File: src/rtl/axis_upsizer_pkg.sv
// Shared AXI-Stream width defaults and parameter legality helpers.
package axis_upsizer_pkg;

   localparam int unsigned AXIS_S_DATA_WIDTH = 8;
   localparam int unsigned AXIS_RATIO        = 4;
   localparam int unsigned AXIS_USER_WIDTH   = 1;
   localparam int unsigned AXIS_RATIO_MIN    = 2;
   localparam int unsigned AXIS_RATIO_MAX    = 16;

   // True when the packing ratio is within the supported range.
   function automatic bit axis_ratio_legal(input int unsigned ratio);
      return (ratio >= AXIS_RATIO_MIN) && (ratio <= AXIS_RATIO_MAX);
   endfunction

endpackage

File: src/rtl/axis_upsizer_if.sv
// Narrow input stream and wide output stream of the upsizer, bundled together.
// The slave modport is the upsizer's view; master is the surrounding logic.
interface axis_upsizer_if
   import axis_upsizer_pkg::*;
#(
   parameter int unsigned S_DATA_WIDTH = AXIS_S_DATA_WIDTH,
   parameter int unsigned RATIO        = AXIS_RATIO,
   parameter int unsigned USER_WIDTH   = AXIS_USER_WIDTH
);

   localparam int unsigned M_DATA_WIDTH = S_DATA_WIDTH * RATIO;
   localparam int unsigned KEEP_WIDTH   = RATIO;

   logic [S_DATA_WIDTH-1:0] s_axis_tdata;
   logic                    s_axis_tvalid;
   logic                    s_axis_tready;
   logic                    s_axis_tlast;
   logic [USER_WIDTH-1:0]   s_axis_tuser;

   logic [M_DATA_WIDTH-1:0] m_axis_tdata;
   logic [KEEP_WIDTH-1:0]   m_axis_tkeep;
   logic                    m_axis_tvalid;
   logic                    m_axis_tready;
   logic                    m_axis_tlast;
   logic [USER_WIDTH-1:0]   m_axis_tuser;

   modport slave (
      input  s_axis_tdata, s_axis_tvalid, s_axis_tlast, s_axis_tuser,
      output s_axis_tready,
      output m_axis_tdata, m_axis_tkeep, m_axis_tvalid, m_axis_tlast, m_axis_tuser,
      input  m_axis_tready
   );

   modport master (
      output s_axis_tdata, s_axis_tvalid, s_axis_tlast, s_axis_tuser,
      input  s_axis_tready,
      input  m_axis_tdata, m_axis_tkeep, m_axis_tvalid, m_axis_tlast, m_axis_tuser,
      output m_axis_tready
   );

endinterface

File: src/rtl/axis_upsizer.sv
// Packs RATIO narrow AXI-Stream beats into one wide beat, lane 0 first.
// A packet end closes the word early with unfilled lanes zeroed and unkept.
module axis_upsizer
   import axis_upsizer_pkg::*;
#(
   parameter int unsigned S_DATA_WIDTH = AXIS_S_DATA_WIDTH,
   parameter int unsigned RATIO        = AXIS_RATIO,
   parameter int unsigned USER_WIDTH   = AXIS_USER_WIDTH
) (
   input  logic           clk,
   input  logic           rst,
   input  logic           clr,
   axis_upsizer_if.slave  bus
);

   localparam int unsigned M_DATA_WIDTH = S_DATA_WIDTH * RATIO;
   localparam int unsigned KEEP_WIDTH   = RATIO;
   localparam int unsigned CNT_W        = $clog2(RATIO);
   localparam logic [CNT_W-1:0] LAST_LANE = CNT_W'(RATIO - 1);

   // Reject unsupported ratios at elaboration.
   if (!axis_ratio_legal(RATIO)) begin : g_bad_ratio
      $error("axis_upsizer: RATIO must be within 2..16");
   end

   logic [CNT_W-1:0]        lane_cnt_q,  lane_cnt_d;
   logic [USER_WIDTH-1:0]   user_acc_q,  user_acc_d;
   logic [M_DATA_WIDTH-1:0] acc_q,       acc_d;
   logic                    m_tvalid_q,  m_tvalid_d;
   logic [KEEP_WIDTH-1:0]   m_tkeep_q,   m_tkeep_d;
   logic [M_DATA_WIDTH-1:0] m_tdata_q,   m_tdata_d;
   logic                    m_tlast_q,   m_tlast_d;
   logic [USER_WIDTH-1:0]   m_tuser_q,   m_tuser_d;

   logic                    s_ready_c;
   logic                    accept_c;
   logic                    complete_c;
   logic                    m_fire_c;
   logic [M_DATA_WIDTH-1:0] word_c;
   logic [KEEP_WIDTH-1:0]   keep_c;

   // Ready only depends on the output register state; reset forces it high.
   assign s_ready_c = rst || !m_tvalid_q || bus.m_axis_tready;

   // Handshake decode, word assembly and next-state for all registers.
   always_comb begin
      accept_c   = 1'b0;
      complete_c = 1'b0;
      m_fire_c   = 1'b0;
      word_c     = '0;
      keep_c     = '0;
      acc_d      = acc_q;
      lane_cnt_d = lane_cnt_q;
      user_acc_d = user_acc_q;
      m_tvalid_d = m_tvalid_q;
      m_tkeep_d  = m_tkeep_q;
      m_tdata_d  = m_tdata_q;
      m_tlast_d  = m_tlast_q;
      m_tuser_d  = m_tuser_q;

      // A beat arriving together with clr is dropped along with the partial word.
      accept_c   = bus.s_axis_tvalid && s_ready_c && !clr;
      // Explicit compare against RATIO-1 so non power-of-two ratios close correctly.
      complete_c = accept_c && ((lane_cnt_q == LAST_LANE) || bus.s_axis_tlast);
      m_fire_c   = m_tvalid_q && bus.m_axis_tready;

      // Lanes below the counter come from the accumulator, the current lane from
      // the input, and lanes above stay zero so stale data never leaks out.
      for (int unsigned i = 0; i < RATIO; i++) begin
         if (CNT_W'(i) < lane_cnt_q) begin
            word_c[i*S_DATA_WIDTH +: S_DATA_WIDTH] = acc_q[i*S_DATA_WIDTH +: S_DATA_WIDTH];
         end
         if (CNT_W'(i) == lane_cnt_q) begin
            word_c[i*S_DATA_WIDTH +: S_DATA_WIDTH] = bus.s_axis_tdata;
            if (accept_c) begin
               acc_d[i*S_DATA_WIDTH +: S_DATA_WIDTH] = bus.s_axis_tdata;
            end
         end
         keep_c[i] = (CNT_W'(i) <= lane_cnt_q);
      end

      if (clr) begin
         lane_cnt_d = '0;
         user_acc_d = '0;
      end else if (complete_c) begin
         lane_cnt_d = '0;
         user_acc_d = '0;
      end else if (accept_c) begin
         lane_cnt_d = lane_cnt_q + CNT_W'(1);
         user_acc_d = user_acc_q | bus.s_axis_tuser;
      end

      // A completing word reloads the output even while the old one drains.
      if (complete_c) begin
         m_tvalid_d = 1'b1;
         m_tkeep_d  = keep_c;
         m_tdata_d  = word_c;
         m_tlast_d  = bus.s_axis_tlast;
         m_tuser_d  = user_acc_q | bus.s_axis_tuser;
      end else if (m_fire_c) begin
         m_tvalid_d = 1'b0;
         m_tkeep_d  = '0;
      end
   end

   // Control registers, cleared by reset.
   always_ff @(posedge clk) begin
      if (rst) begin
         lane_cnt_q <= '0;
         user_acc_q <= '0;
         m_tvalid_q <= 1'b0;
         m_tkeep_q  <= '0;
      end else begin
         lane_cnt_q <= lane_cnt_d;
         user_acc_q <= user_acc_d;
         m_tvalid_q <= m_tvalid_d;
         m_tkeep_q  <= m_tkeep_d;
      end
   end

   // Datapath registers, no reset needed.
   always_ff @(posedge clk) begin
      acc_q     <= acc_d;
      m_tdata_q <= m_tdata_d;
      m_tlast_q <= m_tlast_d;
      m_tuser_q <= m_tuser_d;
   end

   assign bus.s_axis_tready = s_ready_c;
   assign bus.m_axis_tvalid = m_tvalid_q;
   assign bus.m_axis_tkeep  = m_tkeep_q;
   assign bus.m_axis_tdata  = m_tdata_q;
   assign bus.m_axis_tlast  = m_tlast_q;
   assign bus.m_axis_tuser  = m_tuser_q;

endmodule

File: src/flat_wrapper.sv
// flat-port wrapper written by rule: the top's interface ports become plain ports
module axis_upsizer_flat import axis_upsizer_pkg::*;
#(
   parameter int unsigned S_DATA_WIDTH = AXIS_S_DATA_WIDTH,
   parameter int unsigned RATIO        = AXIS_RATIO,
   parameter int unsigned USER_WIDTH   = AXIS_USER_WIDTH
)
  (clk, rst, clr, bus_s_axis_tdata, bus_s_axis_tvalid, bus_s_axis_tlast, bus_s_axis_tuser, bus_s_axis_tready, bus_m_axis_tdata, bus_m_axis_tkeep, bus_m_axis_tvalid, bus_m_axis_tlast, bus_m_axis_tuser, bus_m_axis_tready);
  axis_upsizer_if #(.S_DATA_WIDTH(S_DATA_WIDTH), .RATIO(RATIO), .USER_WIDTH(USER_WIDTH)) bus_i ();
  input  logic clk;
  input  logic rst;
  input  logic clr;
  input wire logic [$bits(bus_i.s_axis_tdata)-1:0] bus_s_axis_tdata;
  input wire logic [$bits(bus_i.s_axis_tvalid)-1:0] bus_s_axis_tvalid;
  input wire logic [$bits(bus_i.s_axis_tlast)-1:0] bus_s_axis_tlast;
  input wire logic [$bits(bus_i.s_axis_tuser)-1:0] bus_s_axis_tuser;
  output wire logic [$bits(bus_i.s_axis_tready)-1:0] bus_s_axis_tready;
  output wire logic [$bits(bus_i.m_axis_tdata)-1:0] bus_m_axis_tdata;
  output wire logic [$bits(bus_i.m_axis_tkeep)-1:0] bus_m_axis_tkeep;
  output wire logic [$bits(bus_i.m_axis_tvalid)-1:0] bus_m_axis_tvalid;
  output wire logic [$bits(bus_i.m_axis_tlast)-1:0] bus_m_axis_tlast;
  output wire logic [$bits(bus_i.m_axis_tuser)-1:0] bus_m_axis_tuser;
  input wire logic [$bits(bus_i.m_axis_tready)-1:0] bus_m_axis_tready;
  assign bus_i.s_axis_tdata = bus_s_axis_tdata;
  assign bus_i.s_axis_tvalid = bus_s_axis_tvalid;
  assign bus_i.s_axis_tlast = bus_s_axis_tlast;
  assign bus_i.s_axis_tuser = bus_s_axis_tuser;
  assign bus_s_axis_tready = bus_i.s_axis_tready;
  assign bus_m_axis_tdata = bus_i.m_axis_tdata;
  assign bus_m_axis_tkeep = bus_i.m_axis_tkeep;
  assign bus_m_axis_tvalid = bus_i.m_axis_tvalid;
  assign bus_m_axis_tlast = bus_i.m_axis_tlast;
  assign bus_m_axis_tuser = bus_i.m_axis_tuser;
  assign bus_i.m_axis_tready = bus_m_axis_tready;
  axis_upsizer #(.S_DATA_WIDTH(S_DATA_WIDTH), .RATIO(RATIO), .USER_WIDTH(USER_WIDTH)) u_core (.clk(clk), .rst(rst), .clr(clr), .bus(bus_i));
endmodule
File: config.mk
export PLATFORM = sky130hd
export DESIGN_NAME = axis_upsizer_flat
export DESIGN_NICKNAME = d
export VERILOG_FILES = /design/src/rtl/axis_upsizer_pkg.sv /design/src/rtl/axis_upsizer_if.sv /design/src/rtl/axis_upsizer.sv /design/src/flat_wrapper.sv
export SDC_FILE = /design/constraint.sdc
export NUM_CORES = 1
export LEC_CHECK = 0
export ABC_AREA = 1
export CORE_MARGIN = 4
export CORE_UTILIZATION = 50
export CTS_CLUSTER_DIAMETER = 50
export DETAILED_ROUTE_END_ITERATION = 16
export HOLD_SLACK_MARGIN = 0.05
export PLACE_DENSITY = 0.9
export SLEW_MARGIN = 15
export SYNTH_ARGS = -nofsm -noshare
export SYNTH_HDL_FRONTEND = slang
export SYNTH_SLANG_ARGS = --single-unit
File: constraint.sdc
create_clock -name clk -period 2.8 [get_ports clk]
set_input_delay 0.7 -clock clk [delete_from_list [all_inputs] [get_ports clk]]
set_output_delay 0.7 -clock clk [all_outputs]
set_load 0.05 [all_outputs]
## Yosys cells after proc, flatten, opt, wreduce, memory -nomap -nowiden

Cells that the tools add are included.

| storage, ports and cells | value |
|---|---|
| latch bits | 0 |
| ROM bits | 0 |
| word-level logic and storage cells | 53 |
| bits in registers | 74 |
| memory bits (writable) | 0 |
| memories kept | 0 |

| operators by class | value |
|---|---|
| bitwise logic cells | 1 |
| multiply operators | 0 |
| multiplexer cells | 12 |
| add/subtract/negate cells | 1 |
| magnitude comparators | 8 |
| shift-type cells | 0 |
| divide/modulo/power cells | 0 |
| reductions and logical operators | 16 |
| equality and inequality tests | 4 |

Operators by type and width:

| cell | count |
|---|---|
| two-way mux 8 bit | 8 |
| two-way mux 4 bit | 2 |
| AND reduction 2 bit | 4 |
| == test 2 bit (first input constant) | 2 |
| <= comparator 1 x 2 -> 1 bit (first input constant) | 2 |
| <= comparator 2 bit (first input constant) | 2 |
| logical AND 1 bit | 4 |
| < comparator 1 x 2 -> 1 bit (first input constant) | 2 |
| < comparator 2 bit (first input constant) | 2 |
| logical OR 1 bit | 3 |
| OR reduction 3 bit | 1 |
| adder 2 x 1 -> 2 bit (second input constant) | 1 |
| == test 1 x 2 -> 1 bit (first input constant) | 1 |
| == test 2 bit (second input constant) | 1 |
| logical NOT 1 bit | 2 |
| logical NOT 2 bit | 1 |
| two-way mux 1 bit | 2 |
| nonzero test 2 bit | 1 |
| OR 1 bit | 1 |

## Depth between registers and ports, before layout

Gate-level depths: netlist of run 1.

| depth | value |
|---|---|
| depth in word-level cells | 7 |
| depth in mapped cells | 7 |

## Worst setup path after synthesis of run 1

OpenSTA, ideal clock, no wires.

| timing | value |
|---|---|
| path type | input to register |
| from | input bus_m_axis_tready |
| to | register u_core.m_tdata_q[0], in the netlist u_core.bus.m_axis_tdata[0], enable pin |
| slack | 591 ps |
| stages on the path | 4 |
| required time | 2411 ps |
| arrival | 1821 ps |
| path through | inv_1 nand3_4 nand3_4 inv_1 |

| on the way | value |
|---|---|
| word-level cells in the longest chain between the ends | 4 |

Ends and longest elaborated chain:

| item | line | RTL |
|---|---|---|
| start: declaration | flat_wrapper.sv:23 | `input wire logic [$bits(bus_i.m_axis_tready)-1:0] bus_m_axis_tready;` |
| logical OR 1 bit | axis_upsizer.sv:43 | `assign s_ready_c = rst \|\| !m_tvalid_q \|\| bus.m_axis_tready;` |
| via bus_s_axis_tready | flat_wrapper.sv:17 | `output wire logic [$bits(bus_i.s_axis_tready)-1:0] bus_s_axis_tready;` |
| logical AND 1 bit (2 in a row) | axis_upsizer.sv:62 | `accept_c = bus.s_axis_tvalid && s_ready_c && !clr;` |
| logical AND 1 bit | axis_upsizer.sv:64 | `complete_c = accept_c && ((lane_cnt_q == LAST_LANE) \|\| bus.s_axis_tlast);` |
| via u_core.complete_c | axis_upsizer.sv:37 | `logic complete_c;` |
| end signal: assignment | axis_upsizer.sv:124 | `m_tdata_q <= m_tdata_d;` |
| end: declaration | axis_upsizer.sv:31 | `logic [M_DATA_WIDTH-1:0] m_tdata_q, m_tdata_d;` |

The timed path passes the listed nets, and every way through them passes these cells.
A chain may end at the register's enable or synchronous reset.

## Worst setup path after layout of run 1

| timing | value |
|---|---|
| from | input rst |
| to | output bus_s_axis_tready |

| on the way | value |
|---|---|
| word-level cells in the longest chain between the ends | 2 |

Ends and longest elaborated chain:

| item | line | RTL |
|---|---|---|
| start: declaration | flat_wrapper.sv:11 | `input logic rst;` |
| logical OR 1 bit (2 in a row) | axis_upsizer.sv:43 |  |
| end: declaration | flat_wrapper.sv:17 |  |

Every way passes these cells.

==> results of run 1 <==
## synthesized netlist by cell type
cell,number,share of area
edfxtp_1,58,0.67
inv_1,27,0.039
o21ai_0,24,0.047
nand3_1,22,0.043
nand2_1,20,0.029
dfxtp_1,7,0.054
ha_1,5,0.024
nor2_1,5,0.0073
buf_2,4,0.0078
a21boi_0,3,0.0087
a21oi_2,3,0.010
nand2_2,2,0.0048
nand2_4,2,0.0087
nand3_4,2,0.014
o21ai_1,2,0.0039
buf_4,1,0.0029
buf_6,1,0.0044
clkbuf_1,1,0.0015
inv_2,1,0.0015
nand4_2,1,0.0048
nor2_2,1,0.0024
nor2_4,1,0.0044
or2_2,1,0.0024
## metal layers
metal  global-route usage  routed length, microns  up-vias
met5                    0                       0        -
met4                0.145                     247        0
li1                     -                       -      802
met1                0.214                    2090      769
met2                0.280                    2470       66
met3               0.0519                     338       21
## through the flow
stage | instance area (sq um) | power [uW] | instances
floorplan | 2580 | 1190 | 194
global placement | 3220 | 1250 | 314
detailed placement | 3220 | 1260 | 314
CTS | 3440 | 2120 | 330
global route | 3440 | 2190 | 330
finish | 3440 | 2110 | 330
## critical path, delay by kind of cell
family | cells | cell delay [ns]
buffers and inverters | 3 | 0.84
AND/OR/NAND/NOR | 1 | 0.17
## layout make-up
class | count | area (sq um) | share of cell area
tap | 67 | 83.8 | 0.0244
inverter | 28 | 105 | 0.0306
clock inverter | 7 | 93.8 | 0.0273
clock buffer | 9 | 124 | 0.0361
sequential | 65 | 1880 | 0.548
multi-input combinational | 94 | 552 | 0.161
timing repair buffer | 60 | 596 | 0.173
## final timing paths
kind	start	to	depth (start not counted)
setup / recovery	rst	bus_s_axis_tready	4
hold / removal	u_core.user_acc_q	u_core.user_acc_q	2
setup reg to reg	u_core.lane_cnt_q[0]	u_core.bus.m_axis_tdata[10]	6
hold reg to reg	u_core.user_acc_q	u_core.user_acc_q	2
## power by group
| part | leakage [uW] | internal, uW | switching [uW] |
|---|---|---|---|
| clock network | 0.000107 | 501 | 372 |
| logic | 0.000579 | 52.5 | 102 |
| registers | 0.000596 | 1080 | 6.75 |
| total | 0.00128 | 1630 | 481 |
## registers in the layout, indices dropped and copies added, names as in the netlist
signal,count
u_core.bus.m_axis_tvalid,1
u_core.bus.m_axis_tlast,1
u_core.bus.m_axis_tkeep,3
u_core.lane_cnt_q,2
u_core.acc_q,24
u_core.user_acc_q,1
u_core.bus.m_axis_tdata,32
u_core.bus.m_axis_tuser,1
## cell families (layout without fill, tap and decap cells)
logic type	Yosys count	after routing
and+or+nand+nor	57	57
AOI/OAI and AO/OA	32	32
buffers and inverters	35	104
adders and majority gates	5	5
DFF	65	65
==> qor.txt, run 1 <==
Most common cell after layout, fill and taps aside: edfxtp_1
N_diodes: 0
Tmin final: 2.42 ns
Fin Setup TNS: 0 ns
Pwr Density: 614 nW/um^2
Clock latency on the worst-skew pair: 0.35 ns
Skew final: 0.00918 ns
Max Clk Rate: 413 MHz
Complex-gate fraction of the synthesized area: 0.0693
Critical setup path kind: in2out
Post-synthesis xor/xnor area fraction: 0
VDD IR max: 554 uV
Worst setup margin: 0.380 ns
CP endpoint kind: primary output
Synthesized area: 2580 sq um
Starting Density: 0.532
First-pass GRT wire length: 8350 microns
CP required: 2.10 ns
Yosys warning total: 0
Final wirelength: 5150 microns
WHS: 0.454 ns
FF-to-FF setup slack: 0.86 ns
Via Count: 1,658
HP Class: reg2reg
Die height: 79.9 microns
TritonCTS Buffers: 9
Sequential area share after synthesis: 0.729
Layout Nets: 278
Initial antenna violation count: 0
Delay of the slowest critical-path stage: 0.49 ns
Max-cap violations: 0
CTS Hold Bufs: 0
Clock buffer depth: 2
1st-iter DRT viols: 107
Post-synthesis simple-gate area fraction: 0.120
Synth-to-Final Area Change: 33.1%
Largest fanout on the critical path: 9
Synth Area in Adders: 0.0242
GP Congestion: 0.782
Chip width: 79.9 microns
Post-synthesis net count: 214
Post-synthesis cell count: 194
Synth Area per Inst: 13.3 sq um
Reg clk slew, reported paths: 0.07 ns
Filler instances: 340
RSZ-0062 raised after global routing: no
DRT antenna net count: 0
GRT overflow: 0
Total Routing Usage GR: 0.183
H-Tree Depth: 3
Layout cells sized above 1: 0.137
Total die area: 6380 sq um
IO Count: 55
CTS tree: built
Synth cell types: 23
Port Buffers: 54
Core area: 4850 sq um
Leak pwr: 0.00128 uW
WL/cell: 15.6 microns
CTS resizes: 0
CP max stage cell: clkdlybuf4s50_1
Final Hold Fails: 0
Crit-path cells: clkdlybuf4s50_1 > inv_2 > nand3_4 > buf_12
Cell row count: 25
Final setup viols: 0
Vias/cell: 5.02
Pre-antenna DRT Iters: 4
Root Buffer: clkbuf_8
Number of global-route vias before repair: 1,731
Arrival time at the worst endpoint: 1.72 ns
Slew @ Worst Pin: 0.534 ns
Fin util: 0.709
Most frequent cells in the layout: edfxtp_1, clkdlybuf4s50_1, inv_1
Clk sinks: 65
CP startpoint kind: input pin
Max Slew Vio Count: 0
Pre-CTS setup slack: 0.439 ns
DRC: 0
Normalized max-slew margin: 0.643
Post-synthesis mux area share: 0
Outcome: completed
Largest family of logic cells by synthesized area: simple AND/OR/NAND/NOR gates
Half-perimeter wire length after placement: 3670 microns
Crit share post-route: 0.864
Post-CTS setup buffers: 0
Largest net degree at the start of global routing: 25
Yosys reg bits: 65
(Power assumes the default switching activity.)
==> inputs of run 2 (changes only) <==
Settings changed: CAP_MARGIN set to 40.
==> results of run 2 <==
Same layout as run 1: the final DEF is identical, and so are final timing and power.
==> inputs of run 3 (changes only) <==
Settings changed: CORE_UTILIZATION 50 to 23, PLACE_DENSITY 0.9 to 0.53.
==> run 3 against run 2 <==
  * Clock-buffer cell count unchanged
  * Hold slack got worse by 0.0026 ns
  * Global-route usage decreased by 9.7 points
  * Sequential share of layout area decreased by 1.5 points
  * Register-to-register slack got worse by 0.02 ns
  * Critical path depth unchanged
  * First-iteration DRC count decreased by 21%
  * Fmax increased by 2.9%
  * Critical endpoint unchanged
  * Largest cell class unchanged
==> qor.txt, run 3 (synthesis results as in run 1) <==
Internal power: 1630 uW (about the same)
VDD IR max: 287 uV (was 554 uV)
Largest delay share family, worst path: buffers and inverters (unchanged)
P_sw: 466 uW (was 481 uW)
Clock latency on the worst-skew pair: 0.33 ns (was 0.35 ns)
Final Hold Fails: 0 (unchanged)
TritonCTS Buffers: 9 (unchanged)
Footprint of the multi-input gates: 552 sq um (unchanged)
CTS Hold Bufs: 0 (unchanged)
GRT overflow: 0 (unchanged)
Total Routing Usage GR: 0.0859 (was 0.183)
Via Count: 1,575 (was 1,658)
CP required: 2.10 ns (about the same)
Vias/cell: 3.92 (was 5.02)
Logic gate share of total power: 0.074 (was 0.073)
CTS resizes: 0 (unchanged)
Arrival time at the worst endpoint: 1.65 ns (was 1.72 ns)
DRC: 0 (unchanged)
Port Buffers: 54 (unchanged)
WL/cell: 13.0 microns (was 15.6 microns)
Critical setup path kind: in2out (unchanged)
Clk pwr share: 0.409 (was 0.414)
Reg clk slew, reported paths: 0.07 ns (about the same)
Tmin final: 2.35 ns (was 2.42 ns)
Pre-CTS setup slack: 0.442 ns (was 0.439 ns)
Post-CTS setup buffers: 0 (unchanged)
DRT antenna net count: 0 (unchanged)
Max reg flops: 32 (unchanged)
Final setup viols: 0 (unchanged)
Most common cell after layout, fill and taps aside: edfxtp_1 (unchanged)
Die height: 114 microns (was 79.9 microns)
Total die area: 13,000 sq um (was 6380 sq um)
Max Slew Vio Count: 0 (unchanged)
CP endpoint kind: primary output (unchanged)
Half-perimeter wire length after placement: 3710 microns (was 3670 microns)
Pre-antenna DRT Iters: 4 (unchanged)
Worst reg2reg path depth: 7 (was 6)
Clock buffer depth: 2 (unchanged)
Leak pwr: 0.00128 uW (about the same)
Worst R2R Start: u_core.lane_cnt_q[1] (was u_core.lane_cnt_q[0])
Seq pwr share: 0.517 (was 0.513)
Worst setup margin: 0.447 ns (was 0.380 ns)
Chip width: 114 microns (was 79.9 microns)
Normalized max-slew margin: 0.647 (was 0.643)
RSZ-0062 raised after global routing: no (unchanged)
Core area: 10,900 sq um (was 4850 sq um)
Pwr Density: 593 nW/um^2 (was 614 nW/um^2)
Outcome: completed (unchanged)
Origin of the worst min-delay path: u_core.user_acc_q (unchanged)
N_diodes: 0 (unchanged)
1st-iter DRT viols: 84 (was 107)
Switch share: 0.223 (was 0.228)
Number of global-route vias before repair: 1,582 (was 1,731)
CTS tree: built (unchanged)
Cell row count: 38 (was 25)
CP max stage cell: clkdlybuf4s50_1 (unchanged)
H-Tree Depth: 3 (unchanged)
Max Clk Rate: 425 MHz (was 413 MHz)
Synth-to-Final Area Change: 36.8% (was 33.1%)
Root Buffer: clkbuf_8 (unchanged)
HP Class: reg2reg (unchanged)
Most frequent cells in the layout: edfxtp_1, clkdlybuf4s50_1, inv_1 (unchanged)
Filler instances: 1,091 (was 340)
Layout cells sized above 1: 0.134 (was 0.137)
Delay of the slowest critical-path stage: 0.46 ns (was 0.49 ns)
GP Congestion: 0.763 (was 0.782)
Crit-path cells: clkdlybuf4s50_1 > inv_2 > nand3_4 > buf_12 (unchanged)
Final wirelength: 5240 microns (was 5150 microns)
Clk sinks: 65 (unchanged)
Buffers plus inverters on the worst setup path: 3 (unchanged)
Crit share post-route: 0.840 (was 0.864)
Starting Density: 0.237 (was 0.532)
First-pass GRT wire length: 8310 microns (was 8350 microns)
Largest fanout on the critical path: 9 (unchanged)
Initial antenna violation count: 0 (unchanged)
Fin Setup TNS: 0 ns (unchanged)
Largest net degree at the start of global routing: 35 (was 25)
FF+latch area: 1880 sq um (unchanged)
Skew final: 0.00573 ns (was 0.00918 ns)
Slew @ Worst Pin: 0.528 ns (was 0.534 ns)
Max-cap violations: 0 (unchanged)
Reg2Reg Capture Point: u_core.bus.m_axis_tdata[29] (was u_core.bus.m_axis_tdata[10])
FF-to-FF setup slack: 0.84 ns (was 0.86 ns)
CP startpoint kind: input pin (unchanged)
IO Count: 55 (unchanged)
Layout Nets: 277 (was 278)
Worst Hold Path EP: u_core.user_acc_q (unchanged)
Hold depth: 2 (unchanged)
-- run 3: metrics by stage --
| step | hold slack [ns] | power [uW] | utilization | instances | area (sq um) |
|---|---|---|---|---|---|
| 2_1_floorplan | 0.426 | 1190 | - | 194 | 2580 |
| 3_3_place_gp | 0.436 | 1260 | 0.304 | 386 | 3310 |
| 3_5_place_dp | 0.446 | 1260 | 0.304 | 386 | 3310 |
| 4_1_cts | 0.457 | 2120 | 0.324 | 402 | 3530 |
| 5_1_grt | 0.486 | 2190 | 0.324 | 402 | 3530 |
| 6_report | 0.451 | 2090 | 0.324 | 402 | 3530 |
-- run 3: worst register-to-register path, delay by kind of cell, from the launching register on --
kind                     cells  cell delay, ns
adder cells (fa/ha/maj)      1            0.45
buffers and inverters        4            0.69
AND/OR/NAND/NOR              2            0.21
flip-flops                   1            0.31
-- run 3: how the worst max path moves through the flow --
stage | start | cells past startpoint | endpoint
after global routing | rst | 4 | bus_s_axis_tready
after global placement | rst | 4 | bus_s_axis_tready
after detailed placement | rst | 4 | bus_s_axis_tready
final | rst | 4 | bus_s_axis_tready
after floorplan | bus_m_axis_tready | 4 | u_core.bus.m_axis_tdata[0]
after CTS | u_core.bus.m_axis_tvalid | 1 | bus_m_axis_tkeep[0]
-- run 3: layer usage --
metal / part of all wire / GRT usage
met1: 0.48 / 0.114
met2: 0.45 / 0.125
met3: 0.046 / 0.0260
met4: 0.019 / 0.0475
met5: 0 / 0
-- run 3: area by class of cell --
type | count | share of cell area
Multi-Input combinational cell | 94 | 0.156
Inverter | 28 | 0.0298
Timing Repair Buffer | 59 | 0.170
Clock inverter | 7 | 0.0262
Sequential cell | 65 | 0.533
Tap cell | 140 | 0.0496
Clock buffer | 9 | 0.0351
-- run 3: power by group through the flow --
stage                     Sequential (uW)  Combinational (uW)  Clock (uW)
after detailed placement             1100                 157           0
after global placement               1100                 155           0
after floorplan                      1150                41.9           0
after global routing                 1080                 168         937
after CTS                            1080                 157         884
final                                1080                 155         856
